<file path="src/rtl/vga_timing_pkg.sv">
// Shared VGA timing constants for the sync generator and the pixel path.
// The defaults describe 640x480 @ 60 Hz with a 25 MHz pixel clock.
package vga_timing_pkg;

  // Counter widths shared by the generator and its consumers
  localparam int CNT_W  = 10;
  localparam int FCNT_W = 8;

  // Horizontal timing in pixel clocks
  localparam int VGA_H_ACTIVE = 640;
  localparam int VGA_H_FP     = 16;
  localparam int VGA_H_SYNC   = 96;
  localparam int VGA_H_BP     = 48;

  // Vertical timing in lines
  localparam int VGA_V_ACTIVE = 480;
  localparam int VGA_V_FP     = 10;
  localparam int VGA_V_SYNC   = 2;
  localparam int VGA_V_BP     = 33;

  // Pixel path latency: ROM read plus registered RGB
  localparam int VGA_PIPE_DLY = 2;

  // Full period of one axis: active + front porch + sync + back porch
  function automatic int span_total(input int act, input int fp, input int sy, input int bp);
    return act + fp + sy + bp;
  endfunction

  // First count at which sync is asserted
  function automatic int sync_first(input int act, input int fp);
    return act + fp;
  endfunction

  // Last count at which sync is asserted (inclusive)
  function automatic int sync_last(input int act, input int fp, input int sy);
    return act + fp + sy - 1;
  endfunction

  // Derived default values, usable by the pixel path without recomputation
  localparam int VGA_H_TOTAL      = span_total(VGA_H_ACTIVE, VGA_H_FP, VGA_H_SYNC, VGA_H_BP);
  localparam int VGA_V_TOTAL      = span_total(VGA_V_ACTIVE, VGA_V_FP, VGA_V_SYNC, VGA_V_BP);
  localparam int VGA_H_SYNC_START = sync_first(VGA_H_ACTIVE, VGA_H_FP);
  localparam int VGA_H_SYNC_END   = sync_last(VGA_H_ACTIVE, VGA_H_FP, VGA_H_SYNC);
  localparam int VGA_V_SYNC_START = sync_first(VGA_V_ACTIVE, VGA_V_FP);
  localparam int VGA_V_SYNC_END   = sync_last(VGA_V_ACTIVE, VGA_V_FP, VGA_V_SYNC);

  // Sync pair as it travels through the delay line (both active-low)
  typedef struct packed {
    logic hsync;
    logic vsync;
  } sync_pair_t;

endpackage

</file>
<file path="src/rtl/vga_sync_gen_if.sv">
// Output bundle of the VGA sync generator: raster position, active-area
// qualifier, delayed syncs and frame/line strobes.
interface vga_sync_gen_if;
  import vga_timing_pkg::*;

  logic [CNT_W-1:0]  hc;
  logic [CNT_W-1:0]  vc;
  logic              valid;
  logic              hsync;
  logic              vsync;
  logic              frame_tick;
  logic              line_tick;
  logic [FCNT_W-1:0] frame_cnt;

  // Generator side drives everything
  modport master (
    output hc, vc, valid, hsync, vsync, frame_tick, line_tick, frame_cnt
  );

  // Pixel path / display side observes everything
  modport slave (
    input hc, vc, valid, hsync, vsync, frame_tick, line_tick, frame_cnt
  );

endinterface

</file>
<file path="src/rtl/sync_delay.sv">
// Fixed-depth shift register that lines the sync outputs up with the pixel
// path latency. Every stage restarts at 1 (inactive for active-low syncs) so
// no stale pulse can leave the line after a reset. STAGES = 0 is a wire.
module sync_delay #(
  parameter int DATA_W = 2,
  parameter int STAGES = 2
) (
  input  logic              clk_25m,
  input  logic              rst,
  input  logic [DATA_W-1:0] din,
  output logic [DATA_W-1:0] dout
);

  generate
    if (STAGES == 0) begin : g_bypass
      // Clock and reset have no job without storage
      logic unused_bypass;
      assign unused_bypass = clk_25m ^ rst;
      assign dout = din;
    end else begin : g_shift
      logic [DATA_W-1:0] stage_q [STAGES];

      // Shift one stage per pixel clock; reset refills with inactive level
      always_ff @(posedge clk_25m) begin
        if (rst) begin
          for (int i = 0; i < STAGES; i++) begin
            stage_q[i] <= '1;
          end
        end else begin
          stage_q[0] <= din;
          for (int i = 1; i < STAGES; i++) begin
            stage_q[i] <= stage_q[i-1];
          end
        end
      end

      assign dout = stage_q[STAGES-1];
    end
  endgenerate

endmodule

</file>
<file path="src/rtl/vga_sync_gen.sv">
// VGA raster timing generator. Produces the pixel/line counters, the
// active-area qualifier, frame/line strobes and a frame counter, plus
// hsync/vsync delayed by PIPE_DLY clocks to match the pixel path.
module vga_sync_gen
  import vga_timing_pkg::*;
#(
  parameter int H_ACTIVE = VGA_H_ACTIVE,
  parameter int H_FP     = VGA_H_FP,
  parameter int H_SYNC   = VGA_H_SYNC,
  parameter int H_BP     = VGA_H_BP,
  parameter int V_ACTIVE = VGA_V_ACTIVE,
  parameter int V_FP     = VGA_V_FP,
  parameter int V_SYNC   = VGA_V_SYNC,
  parameter int V_BP     = VGA_V_BP,
  parameter int PIPE_DLY = VGA_PIPE_DLY
) (
  input  logic           clk_25m,
  input  logic           rst,
  vga_sync_gen_if.master vif
);

  localparam int H_TOTAL = span_total(H_ACTIVE, H_FP, H_SYNC, H_BP);
  localparam int V_TOTAL = span_total(V_ACTIVE, V_FP, V_SYNC, V_BP);

  // All decode thresholds pre-sized to the counter width
  localparam logic [CNT_W-1:0] H_LAST     = CNT_W'(H_TOTAL - 1);
  localparam logic [CNT_W-1:0] V_LAST     = CNT_W'(V_TOTAL - 1);
  localparam logic [CNT_W-1:0] H_ACT_LIM  = CNT_W'(H_ACTIVE);
  localparam logic [CNT_W-1:0] V_ACT_LIM  = CNT_W'(V_ACTIVE);
  localparam logic [CNT_W-1:0] H_ACT_LAST = CNT_W'(H_ACTIVE - 1);
  localparam logic [CNT_W-1:0] V_ACT_LAST = CNT_W'(V_ACTIVE - 1);
  localparam logic [CNT_W-1:0] HS_FIRST   = CNT_W'(sync_first(H_ACTIVE, H_FP));
  localparam logic [CNT_W-1:0] HS_LAST    = CNT_W'(sync_last(H_ACTIVE, H_FP, H_SYNC));
  localparam logic [CNT_W-1:0] VS_FIRST   = CNT_W'(sync_first(V_ACTIVE, V_FP));
  localparam logic [CNT_W-1:0] VS_LAST    = CNT_W'(sync_last(V_ACTIVE, V_FP, V_SYNC));

  // Modulo increment: the terminal count goes straight to zero, so no
  // out-of-range value is ever loaded into the counter.
  function automatic logic [CNT_W-1:0] wrap_inc(input logic [CNT_W-1:0] cnt,
                                                input logic [CNT_W-1:0] last);
    return (cnt == last) ? '0 : cnt + 1'b1;
  endfunction

  logic [CNT_W-1:0]  hc_q;
  logic [CNT_W-1:0]  vc_q;
  logic [FCNT_W-1:0] frame_cnt_q;
  logic              h_wrap;
  logic              frame_hit;
  sync_pair_t        sync_p0;
  sync_pair_t        sync_out;

  // Decode terminal counts, last active pixel and undelayed syncs
  always_comb begin
    h_wrap        = 1'b0;
    frame_hit     = 1'b0;
    sync_p0.hsync = 1'b1;
    sync_p0.vsync = 1'b1;
    h_wrap        = (hc_q == H_LAST);
    frame_hit     = (hc_q == H_ACT_LAST) && (vc_q == V_ACT_LAST);
    sync_p0.hsync = !((hc_q >= HS_FIRST) && (hc_q <= HS_LAST));
    sync_p0.vsync = !((vc_q >= VS_FIRST) && (vc_q <= VS_LAST));
  end

  // Raster counters; reset wins over any wrap in the same cycle
  always_ff @(posedge clk_25m) begin
    if (rst) begin
      hc_q <= '0;
      vc_q <= '0;
    end else begin
      hc_q <= wrap_inc(hc_q, H_LAST);
      if (h_wrap) begin
        vc_q <= wrap_inc(vc_q, V_LAST);
      end
    end
  end

  // Completed-frame counter, bumped the cycle after the last active pixel
  always_ff @(posedge clk_25m) begin
    if (rst) begin
      frame_cnt_q <= '0;
    end else if (frame_hit) begin
      frame_cnt_q <= frame_cnt_q + 1'b1;
    end
  end

  // ---- sync pipeline: sync_p0 -> PIPE_DLY stages -> sync_out ----
  sync_delay #(
    .DATA_W ($bits(sync_pair_t)),
    .STAGES (PIPE_DLY)
  ) u_sync_delay (
    .clk_25m (clk_25m),
    .rst     (rst),
    .din     (sync_p0),
    .dout    (sync_out)
  );

  assign vif.hc         = hc_q;
  assign vif.vc         = vc_q;
  assign vif.valid      = !rst && (hc_q < H_ACT_LIM) && (vc_q < V_ACT_LIM);
  assign vif.line_tick  = h_wrap;
  assign vif.frame_tick = frame_hit;
  assign vif.frame_cnt  = frame_cnt_q;
  assign vif.hsync      = sync_out.hsync;
  assign vif.vsync      = sync_out.vsync;

endmodule
</file>
<file path="src/flat_wrapper.sv">
// flat-port wrapper written by rule: the top's interface ports become plain ports
module vga_sync_gen_flat import vga_timing_pkg::*;
#(
  parameter int H_ACTIVE = VGA_H_ACTIVE,
  parameter int H_FP     = VGA_H_FP,
  parameter int H_SYNC   = VGA_H_SYNC,
  parameter int H_BP     = VGA_H_BP,
  parameter int V_ACTIVE = VGA_V_ACTIVE,
  parameter int V_FP     = VGA_V_FP,
  parameter int V_SYNC   = VGA_V_SYNC,
  parameter int V_BP     = VGA_V_BP,
  parameter int PIPE_DLY = VGA_PIPE_DLY
)
  (clk_25m, rst, vif_hc, vif_vc, vif_valid, vif_hsync, vif_vsync, vif_frame_tick, vif_line_tick, vif_frame_cnt);
  vga_sync_gen_if vif_i ();
  input  logic clk_25m;
  input  logic rst;
  output wire logic [$bits(vif_i.hc)-1:0] vif_hc;
  output wire logic [$bits(vif_i.vc)-1:0] vif_vc;
  output wire logic [$bits(vif_i.valid)-1:0] vif_valid;
  output wire logic [$bits(vif_i.hsync)-1:0] vif_hsync;
  output wire logic [$bits(vif_i.vsync)-1:0] vif_vsync;
  output wire logic [$bits(vif_i.frame_tick)-1:0] vif_frame_tick;
  output wire logic [$bits(vif_i.line_tick)-1:0] vif_line_tick;
  output wire logic [$bits(vif_i.frame_cnt)-1:0] vif_frame_cnt;
  assign vif_hc = vif_i.hc;
  assign vif_vc = vif_i.vc;
  assign vif_valid = vif_i.valid;
  assign vif_hsync = vif_i.hsync;
  assign vif_vsync = vif_i.vsync;
  assign vif_frame_tick = vif_i.frame_tick;
  assign vif_line_tick = vif_i.line_tick;
  assign vif_frame_cnt = vif_i.frame_cnt;
  vga_sync_gen #(.H_ACTIVE(H_ACTIVE), .H_FP(H_FP), .H_SYNC(H_SYNC), .H_BP(H_BP), .V_ACTIVE(V_ACTIVE), .V_FP(V_FP), .V_SYNC(V_SYNC), .V_BP(V_BP), .PIPE_DLY(PIPE_DLY)) u_core (.clk_25m(clk_25m), .rst(rst), .vif(vif_i));
endmodule
</file>
<file path="config.mk">
export PLATFORM = sky130hd
export DESIGN_NAME = vga_sync_gen_flat
export DESIGN_NICKNAME = d
export VERILOG_FILES = /design/src/rtl/vga_timing_pkg.sv /design/src/rtl/vga_sync_gen_if.sv /design/src/rtl/sync_delay.sv /design/src/rtl/vga_sync_gen.sv /design/src/flat_wrapper.sv
export SDC_FILE = /design/constraint.sdc
export NUM_CORES = 1
export LEC_CHECK = 0
export BUFFER_PORTS_ARGS = -buffer_cell sky130_fd_sc_hd__buf_2
export CAP_MARGIN = 10
export CORE_MARGIN = 1
export CORE_UTILIZATION = 50
export DETAILED_ROUTE_END_ITERATION = 10
export GPL_TIMING_DRIVEN = 0
export HOLD_SLACK_MARGIN = 0.15
export PLACE_DENSITY_LB_ADDON = 0.25
export SLEW_MARGIN = 20
export SYNTH_ARGS = -nofsm -noshare
export SYNTH_HDL_FRONTEND = slang
export SYNTH_HIERARCHICAL = 1
export SYNTH_SLANG_ARGS = --single-unit
</file>
<file path="constraint.sdc">
create_clock -name clk_25m -period 4.1 [get_ports clk_25m]
set_input_delay 0.41 -clock clk_25m [delete_from_list [all_inputs] [get_ports clk_25m]]
set_output_delay 0.41 -clock clk_25m [all_outputs]
set_load 0.05 [all_outputs]
</file>
==> results.cfg, run 1 <==
[placement]
dp_cells = 270
pre_cts_slack_ns = 1.682
port_buffers = 34
hpwlAfterDp_mm = 2.613
gp_congestion = 0.7783
placed_area_sq_mm = 0.001884

[drt]
vias = 1527
drtIter0Drc = 94
drc = 0
dr.pass1.iters = 4
wl_per_cell_um = 13.02
vias_per_cell = 5.493
routed_wl_mm = 3.620
drtAntennaViolNets = 0

[timing]
slew_violations = 0
period_needed_ns = 2.823
period_share_pct = 68.86
finalWorstSetupSlack_ns = 1.277
max-slew-margin-rel_pct = 44.94
tns_ns = 0
fmax_mhz = 354.2
hold_ws_ns = 0.3020
rsz0062_at_grt = no
tightest_slew_ns = 0.8191
hold_violations = 0
setup_viol = 0
skew_ns = 0.008994

[synthesis]
synth_seq_cells = 32
syn_area_per_cell_sq_um = 8.641
synth.top_cell.area_share_pct = 38.61
syn_nets = 200
synthTopCellsByCount = 32 x dfxtp_1, 21 x nor2_1, 13 x a21oi_1, 12 x nand3_1, 11 x inv_1
yosysSeqAreaShare_pct = 38.61
synth-adder-area-share_pct = 4.525
synth_edf_count = 0
synth_compound_area_share_pct = 10.71
ys_top_cells_by_area = dfxtp_1 39%, nor2_1 4.8%, ha_1 4.5%
synth_xor_area_share_pct = 5.807
synthFlopType = dfxtp_1
synth_cells = 192
synth_warnings = 6
synth.distinct_cells = 40
synth_largest_area_cell = dfxtp_1
yosys.area_share.simple_pct = 34.39
synth.area.mux_share_pct = 0.6787
async_flop_share_pct = 0
synth_top_family_by_area = simple AND/OR/NAND/NOR gates
yosys.cell_count.top_type = dfxtp_1
syn_area_sq_mm = 0.001659

[global_route]
grt_max_degree = 12
grt_pass1_wl_mm = 6.175
grt_usage_pct = 22.94
antenna_found_initial = 0
grt_pass1_vias = 1399
grt_remaining_overflow = 0

[clock_tree]
clk_pin_slew_ns = 0.11
clock-root-buffer = clkbuf_4
cts_setup_buffers = 0
cts-resized-gates = 0
hold_buffers = 0
clock_sinks = 32
numCtsBuffers = 5
clk_latency_ns = 0.33
cts_htree_levels = 2
clock_path_buffers = 2
cts_tree = yes

[job]
drv_cap = 0

[hold_path]
hp-class = input pin to flip-flop
min_path_cells = 2
worstHoldEndpoint = u_core/u_sync_delay/g_shift.stage_q[0][2]
hp-start = rst

[floorplanning]
core_sq_mm = 0.003103
io-pin-count = 35
die-area_sq_mm = 0.003553
die_h_um = 59.61
start_util_pct = 53.47
die_w_um = 59.61
rows = 20

[worst_setup_path]
r2r_cells = 7
path_cells = ha_1 -> nand4_4 -> nor4_2 -> and2_1 -> buf_2
slowest_delay_ns = 0.75
cp_num_buf_inv = 1
rr_endpoint = u_core/vif.vc[8]
worstPathArrival_ns = 2.41
worstSetupPathType = flip-flop to output pin
r2r_start = u_core/vif.hc[0]
rrSetupSlack_ns = 1.85
crit_path_start_kind = flip-flop
critPathCaptureType = output pin
critPathTopFamily = simple AND/OR/NAND/NOR gates
critPathRequiredTime_ns = 3.69
critPathSlowestCell = nor4_2
path_max_fanout = 9

[pwr]
leakage_nw = 0.7519
peakVddDrop_v = 0.0002404
power_mw = 0.5813
p_per_area_mw_per_mm2 = 295.9

[status]
status = finished, final reports clean

[final_layout]
utilization_pct = 63.31
fin_cells = 278
finalInstanceArea_sq_mm = 0.001964
nets = 241
num-fill-cells = 305
area_growth_syn_to_layout_pct = 18.40
multiInputGateArea_sq_um = 930.9
layout-drive-gt1-share_pct = 24.36
n_antenna_cell = 0
regArea_sq_um = 640.6
==> layout make-up <==
class | count | area share [%]
Multi-Input combinational cell | 140 | 47.39
Sequential cell | 32 | 32.61
Timing Repair Buffer | 34 | 8.662
Tap cell | 44 | 2.803
Buffer | 9 | 2.357
Clock inverter | 3 | 2.166
Inverter | 11 | 2.102
Clock buffer | 5 | 1.911
==> sequential cells by signal (all words and copies together), names as in the netlist <==
name / cells
u_core/vif.hc: 10
u_core/u_sync_delay/g_shift.stage_q: 4
u_core/vif.frame_cnt: 8
u_core/vif.vc: 10
==> worst register-to-register path, delay by kind of cell (launching register included) <==
family,cells,cell delay [ns]
AOI/OAI and AO/OA,2,0.58
adders and majority gates,1,0.29
buffers and inverters,2,0.35
DFF,1,0.41
and+or+nand+nor,2,0.54
==> cell families after synthesis <==
group           count (synthesis)
xor+xnor                       11
mux                             1
fa+ha+maj                       6
compound gates                 28
simple gates                   94
buf+inv                        20
flops                          32
==> layer usage <==
metal | track usage (%) | wire length (um) | up-vias | part of all wire, %
met5 | 0 | 0 | - | 0
met4 | 10.96 | 59 | 0 | 1.6
met3 | 5.022 | 135 | 7 | 3.7
met2 | 36.12 | 1640 | 34 | 45
met1 | 29.74 | 1784 | 715 | 49
li1 | - | - | 771 | -
==> worst max path at each step <==
stage                startpoint             end  cells after the start
6_report       u_core/vif.hc[0]  vif_frame_tick                      5
5_1_grt        u_core/vif.hc[0]  vif_frame_tick                      5
4_1_cts        u_core/vif.hc[0]  vif_frame_tick                      5
3_5_place_dp   u_core/vif.hc[0]  vif_frame_tick                      5
3_3_place_gp   u_core/vif.hc[0]  vif_frame_tick                      5
2_1_floorplan  u_core/vif.hc[0]  vif_frame_tick                      4
==> where the power goes <==
group	switching [mW]	internal, mW
Combinational	0.0203	0.00665
Sequential	0.00319	0.313
Clock	0.111	0.127
Total	0.134	0.447
==> placed cells by master (no fill, tap or decap), drive strengths merged, types with 4 or more instances in the layout <==
| cell type | Yosys | layout |
|---|---|---|
| nand4 | 10 | 10 |
| xnor2 | 7 | 7 |
| nand2 | 8 | 8 |
| dfxtp | 32 | 32 |
| xor2 | 4 | 4 |
| clkbuf | 4 | 9 |
| buf | 5 | 39 |
| inv | 11 | 11 |
| or3 | 6 | 6 |
| o21ai | 5 | 5 |
| ha | 6 | 6 |
| nor3 | 4 | 4 |
| nand4b | 4 | 4 |
| a21oi | 13 | 13 |
| nor4 | 6 | 6 |
| nand3 | 12 | 12 |
| nor2 | 21 | 21 |
| or2 | 4 | 4 |
Note: power is estimated with default switching activity, not from simulation.
==> inputs of run 2 (changes only) <==
--- a/config.mk
+++ b/config.mk
@@ -8,7 +8,7 @@
 export BUFFER_PORTS_ARGS = -buffer_cell sky130_fd_sc_hd__buf_2
 export CAP_MARGIN = 10
 export CORE_MARGIN = 1
-export CORE_UTILIZATION = 50
+export CORE_UTILIZATION = 48
 export DETAILED_ROUTE_END_ITERATION = 10
 export GPL_TIMING_DRIVEN = 0
 export HOLD_SLACK_MARGIN = 0.15
==> constraint.sdc (replaced) <==
create_clock -name clk_25m -period 2.5 [get_ports clk_25m]
set_input_delay 0.25 -clock clk_25m [delete_from_list [all_inputs] [get_ports clk_25m]]
set_output_delay 0.25 -clock clk_25m [all_outputs]
set_load 0.05 [all_outputs]
==> results.cfg, run 2 (synthesized netlist as in run 1, its figures left out) <==
[global_route]
grt_pass1_wl_mm = 5.754
antenna_found_initial = 0
grt_remaining_overflow = 0
grt_usage_pct = 21.15
grt_pass1_vias = 1297
grt_max_degree = 11

[pwr]
p_per_area_mw_per_mm2 = 442.3
power_mw = 0.8953
peakVddDrop_v = 0.0003979
leakage_nw = 0.7787

[floorplanning]
die_w_um = 60.79
die_h_um = 60.79
rows = 20
io-pin-count = 35
start_util_pct = 52.62
die-area_sq_mm = 0.003695
core_sq_mm = 0.003153

[hold_path]
min_path_cells = 1
hp-start = u_core/u_sync_delay/g_shift.stage_q[0][1]
worstHoldEndpoint = u_core/u_sync_delay/g_shift.stage_q[0][3]
hp-class = flip-flop to flip-flop

[drt]
routed_wl_mm = 3.566
drtAntennaViolNets = 0
vias_per_cell = 5.495
dr.pass1.iters = 4
drtIter0Drc = 91
vias = 1555
drc = 0
wl_per_cell_um = 12.60

[clock_tree]
clock_path_buffers = 2
clock-root-buffer = clkbuf_4
clock_sinks = 32
numCtsBuffers = 5
cts_tree = yes
clk_latency_ns = 0.33
clk_pin_slew_ns = 0.09
cts_htree_levels = 2

[timing]
period_share_pct = 93.95
max-slew-margin-rel_pct = 61.46
tns_ns = 0
period_needed_ns = 2.349
skew_ns = 0.005060
rsz0062_at_grt = no
fmax_mhz = 425.7
slew_violations = 0
hold_violations = 0
setup_viol = 0
finalWorstSetupSlack_ns = 0.1512
tightest_slew_ns = 0.5759
hold_ws_ns = 0.4164

[worst_setup_path]
r2r_cells = 5
rr_endpoint = u_core/vif.frame_cnt[5]
r2r_start = u_core/vif.vc[0]
critPathRequiredTime_ns = 2.25
rrSetupSlack_ns = 0.37
worstSetupPathType = flip-flop to output pin
path_max_fanout = 6
crit_path_start_kind = flip-flop
critPathCaptureType = output pin
worstPathArrival_ns = 2.10

[final_layout]
nets = 247
finalInstanceArea_sq_mm = 0.002024
final_cell_mix = 36 x buf_2, 29 x dfxtp_1, 21 x nor2_1
num-fill-cells = 290
n_antenna_cell = 0
final_common_cell = buf_2
layout-drive-gt1-share_pct = 27.20
area_growth_syn_to_layout_pct = 22.02

[placement]
pre_cts_slack_ns = 0.2310
gp_congestion = 0.7996
port_buffers = 34
hpwlAfterDp_mm = 2.550
placed_area_sq_mm = 0.001884

[job]
drv_cap = 0

[status]
status = finished, final reports clean
==> run 2: cell count changes in the layout (fill, tap and decap cells not counted), sizes merged <==
cell and change:
clkbuf +3, dlygate4sd3 +1, clkinvlp -1, bufinv -1, buf +4, clkinv -1
==> run 2: stage by stage <==
stage	utilization, %	cells
finish	64.21	283
global placement	59.76	270
CTS	62.50	278
global route	64.21	283
detailed placement	59.76	270
floorplan	-	192
==> run 2: per-layer routing <==
layer  up-vias  GRT usage (%)  wire length [um]
met5         -              0                 0
met1       719          27.56              1751
met3         4          7.249               188
met4         0          8.766                37
li1        789              -                 -
met2        43          32.03              1589
==> run 2: timing repair <==
action / CTS / global route
hold endpoints to repair: 4 / 0
endpoints found under the setup margin: 2 / 2
gates resized for setup: 2 / 5
pin swaps: 0 / 1
buffers inserted: 0 / 5
hold buffers: 1 / 0
==> run 2: critical path: stages, from the launching register on <==
cell and delay (ns):
dfxtp_1 0.44, ha_1 0.29, nand3b_1 0.16, nor4_4 0.45
and2_1 0.18, buf_2 0.25
==> run 2: worst max path at each step <==
stage	from	endpoint	slack, ns
2_1_floorplan	u_core/vif.hc[0]	u_core/vif.vc[1]	0.03
3_3_place_gp	u_core/vif.hc[0]	vif_frame_tick	0.26
3_5_place_dp	u_core/vif.hc[0]	vif_frame_tick	0.23
4_1_cts	u_core/vif.hc[0]	vif_line_tick	0.003
5_1_grt	u_core/vif.hc[0]	vif_line_tick	0.01
6_report	u_core/vif.vc[0]	vif_frame_tick	0.15
==> run 2: final cells by class <==
type / count / area, sq um / area share (%)
Multi-Input combinational cell: 140 / 952.2 / 47.03
Sequential cell: 32 / 644.4 / 31.83
Timing Repair Buffer: 40 / 220.2 / 10.88
Clock buffer: 7 / 65.06 / 3.214
Tap cell: 44 / 55.05 / 2.719
Buffer: 9 / 46.29 / 2.287
Inverter: 11 / 41.29 / 2.040
==> run 2: power breakdown <==
group | switching, mW | internal (mW)
clock | 0.170 | 0.159
combinational | 0.0329 | 0.0127
sequential | 0.00657 | 0.514
total | 0.209 | 0.686
==> inputs of run 3 (changes only) <==
--- a/config.mk
+++ b/config.mk
@@ -13,6 +13,7 @@
 export GPL_TIMING_DRIVEN = 0
 export HOLD_SLACK_MARGIN = 0.15
 export PLACE_DENSITY_LB_ADDON = 0.25
+export RECOVER_POWER = 50
 export SLEW_MARGIN = 20
 export SYNTH_ARGS = -nofsm -noshare
 export SYNTH_HDL_FRONTEND = slang
==> results.cfg, run 3 (synthesized netlist as in run 1, its figures left out) <==
[clock_tree]
clk_pin_slew_ns = 0.09
cts_htree_levels = 2
clk_latency_ns = 0.33
numCtsBuffers = 5
cts_tree = yes
clock_path_buffers = 2
clock-root-buffer = clkbuf_4
clock_sinks = 32

[worst_setup_path]
worstPathArrival_ns = 2.12
critPathTopFamily = simple AND/OR/NAND/NOR gates
cp_num_buf_inv = 1
critPathCaptureType = output pin
slowest_delay_ns = 0.45
critPathSlowestCell = dfxtp_1
worstSetupPathType = flip-flop to output pin
path_cells = ha_1 -> nand3b_1 -> nor4_4 -> and2_1 -> buf_2
crit_path_start_kind = flip-flop
critPathRequiredTime_ns = 2.25
startpoint = u_core/vif.vc[0]
path_max_fanout = 6
r2r_start = u_core/vif.vc[0]

[pwr]
leakage_nw = 0.6563
peakVddDrop_v = 0.0003982
p_per_area_mw_per_mm2 = 450.8

[timing]
hold_violations = 0
period_share_pct = 94.98
tightest_slew_ns = 0.6006
slew_violations = 0
setup_viol = 0
rsz0062_at_grt = no
max-slew-margin-rel_pct = 60.13
finalWorstSetupSlack_ns = 0.1255
period_needed_ns = 2.374
skew_ns = 0.005268
fmax_mhz = 421.1
tns_ns = 0

[floorplanning]
start_util_pct = 52.62
io-pin-count = 35
die_h_um = 60.79
die_w_um = 60.79
rows = 20
core_sq_mm = 0.003153
die-area_sq_mm = 0.003695

[global_route]
grt_max_degree = 11
busiest_layer = met2
grt_pass1_vias = 1297
grt_remaining_overflow = 0
grt_usage_pct = 21.15
use_met2_pct = 32.03
globalRouteMet1Util_pct = 27.56
antenna_found_initial = 0
gr-usage-met3_pct = 7.249
grt_pass1_wl_mm = 5.754

[drt]
vias = 1573
routed_wl_mm = 3.609
drtAntennaViolNets = 0
vias_per_cell = 5.558
drtIter0Drc = 112
wl_per_cell_um = 12.75
dr.pass1.iters = 4
drc = 0

[placement]
hpwlAfterDp_mm = 2.550
gp_congestion = 0.7996
port_buffers = 34
pre_cts_slack_ns = 0.2310

[final_layout]
n_antenna_cell = 0
final_common_cell = clkbuf_1
layout-drive-gt1-share_pct = 14.64
area_growth_syn_to_layout_pct = 19.76
nets = 247
final_cell_mix = 33 x clkbuf_1, 29 x dfxtp_1, 21 x nor2_1

[hold_path]
hp-class = flip-flop to flip-flop
hp-start = u_core/u_sync_delay/g_shift.stage_q[0][1]

[status]
status = finished, final reports clean

[job]
drv_cap = 0
## run 3: changes by cell type in the layout (fill, tap and decap cells not counted), sizes merged
cell	before	now
clkbuf	12	42
buf	43	13
## run 3: cell type report
cell class	count	area, sq um
fill	308	1166
inverter	11	41.29
tap	44	55.05
sequential	32	644.4
multi-input combinational	140	952.2
timing repair buffer	40	182.7
clock buffer	7	65.06
buffer	9	46.29
## run 3: final timing paths
path,end,slack (ns),depth (start not counted)
min reg2reg,u_core/u_sync_delay/g_shift.stage_q[0][3],0.42,1
min,u_core/u_sync_delay/g_shift.stage_q[0][3],0.42,1
max,vif_frame_tick,0.13,5
max reg2reg,u_core/vif.frame_cnt[5],0.35,5
## run 3: what timing repair did
action	in CTS	in global routing
endpoints found under the setup margin	2	2
pin swaps	0	1
endpoints found under the hold margin	4	0
hold buffers	1	0
gates resized for setup	2	5
buffers inserted	0	5
## run 3: worst reg2reg max path: cells and delay by family (launching register included)
family	cells	cell delay, ns
flip-flops	1	0.45
adder cells (fa/ha/maj)	1	0.30
AND/OR/NAND/NOR	2	0.81
AO/OA/AOI/OAI	2	0.47
## run 3: power breakdown
part	switching, mW	internal, mW
registers	0.00670	0.514
logic	0.0332	0.0114
clock network	0.171	0.159
total	0.211	0.685
## run 3: per-layer routing
layer  part of all wire, %  vias to the layer above
met5                     0                        -
met4                  0.42                        0
met3                   5.0                        2
met2                    45                       36
met1                    49                      745
li1                      -                      790
## run 3: stage by stage
| stage | instance area (sq um) | power [mW] | hold slack (ns) | std cells | utilization (%) |
|---|---|---|---|---|---|
| after global placement | 1884 | 0.5740 | 0.3848 | 270 | 59.76 |
| after CTS | 1971 | 0.9026 | 0.4232 | 278 | 62.50 |
| final | 1987 | 0.8958 | 0.4160 | 283 | 63.02 |
| after global routing | 1987 | 0.9377 | 0.4403 | 283 | 63.02 |
| after detailed placement | 1884 | 0.5745 | 0.4009 | 270 | 59.76 |
| after floorplan | 1659 | 0.5637 | 0.3471 | 192 | - |
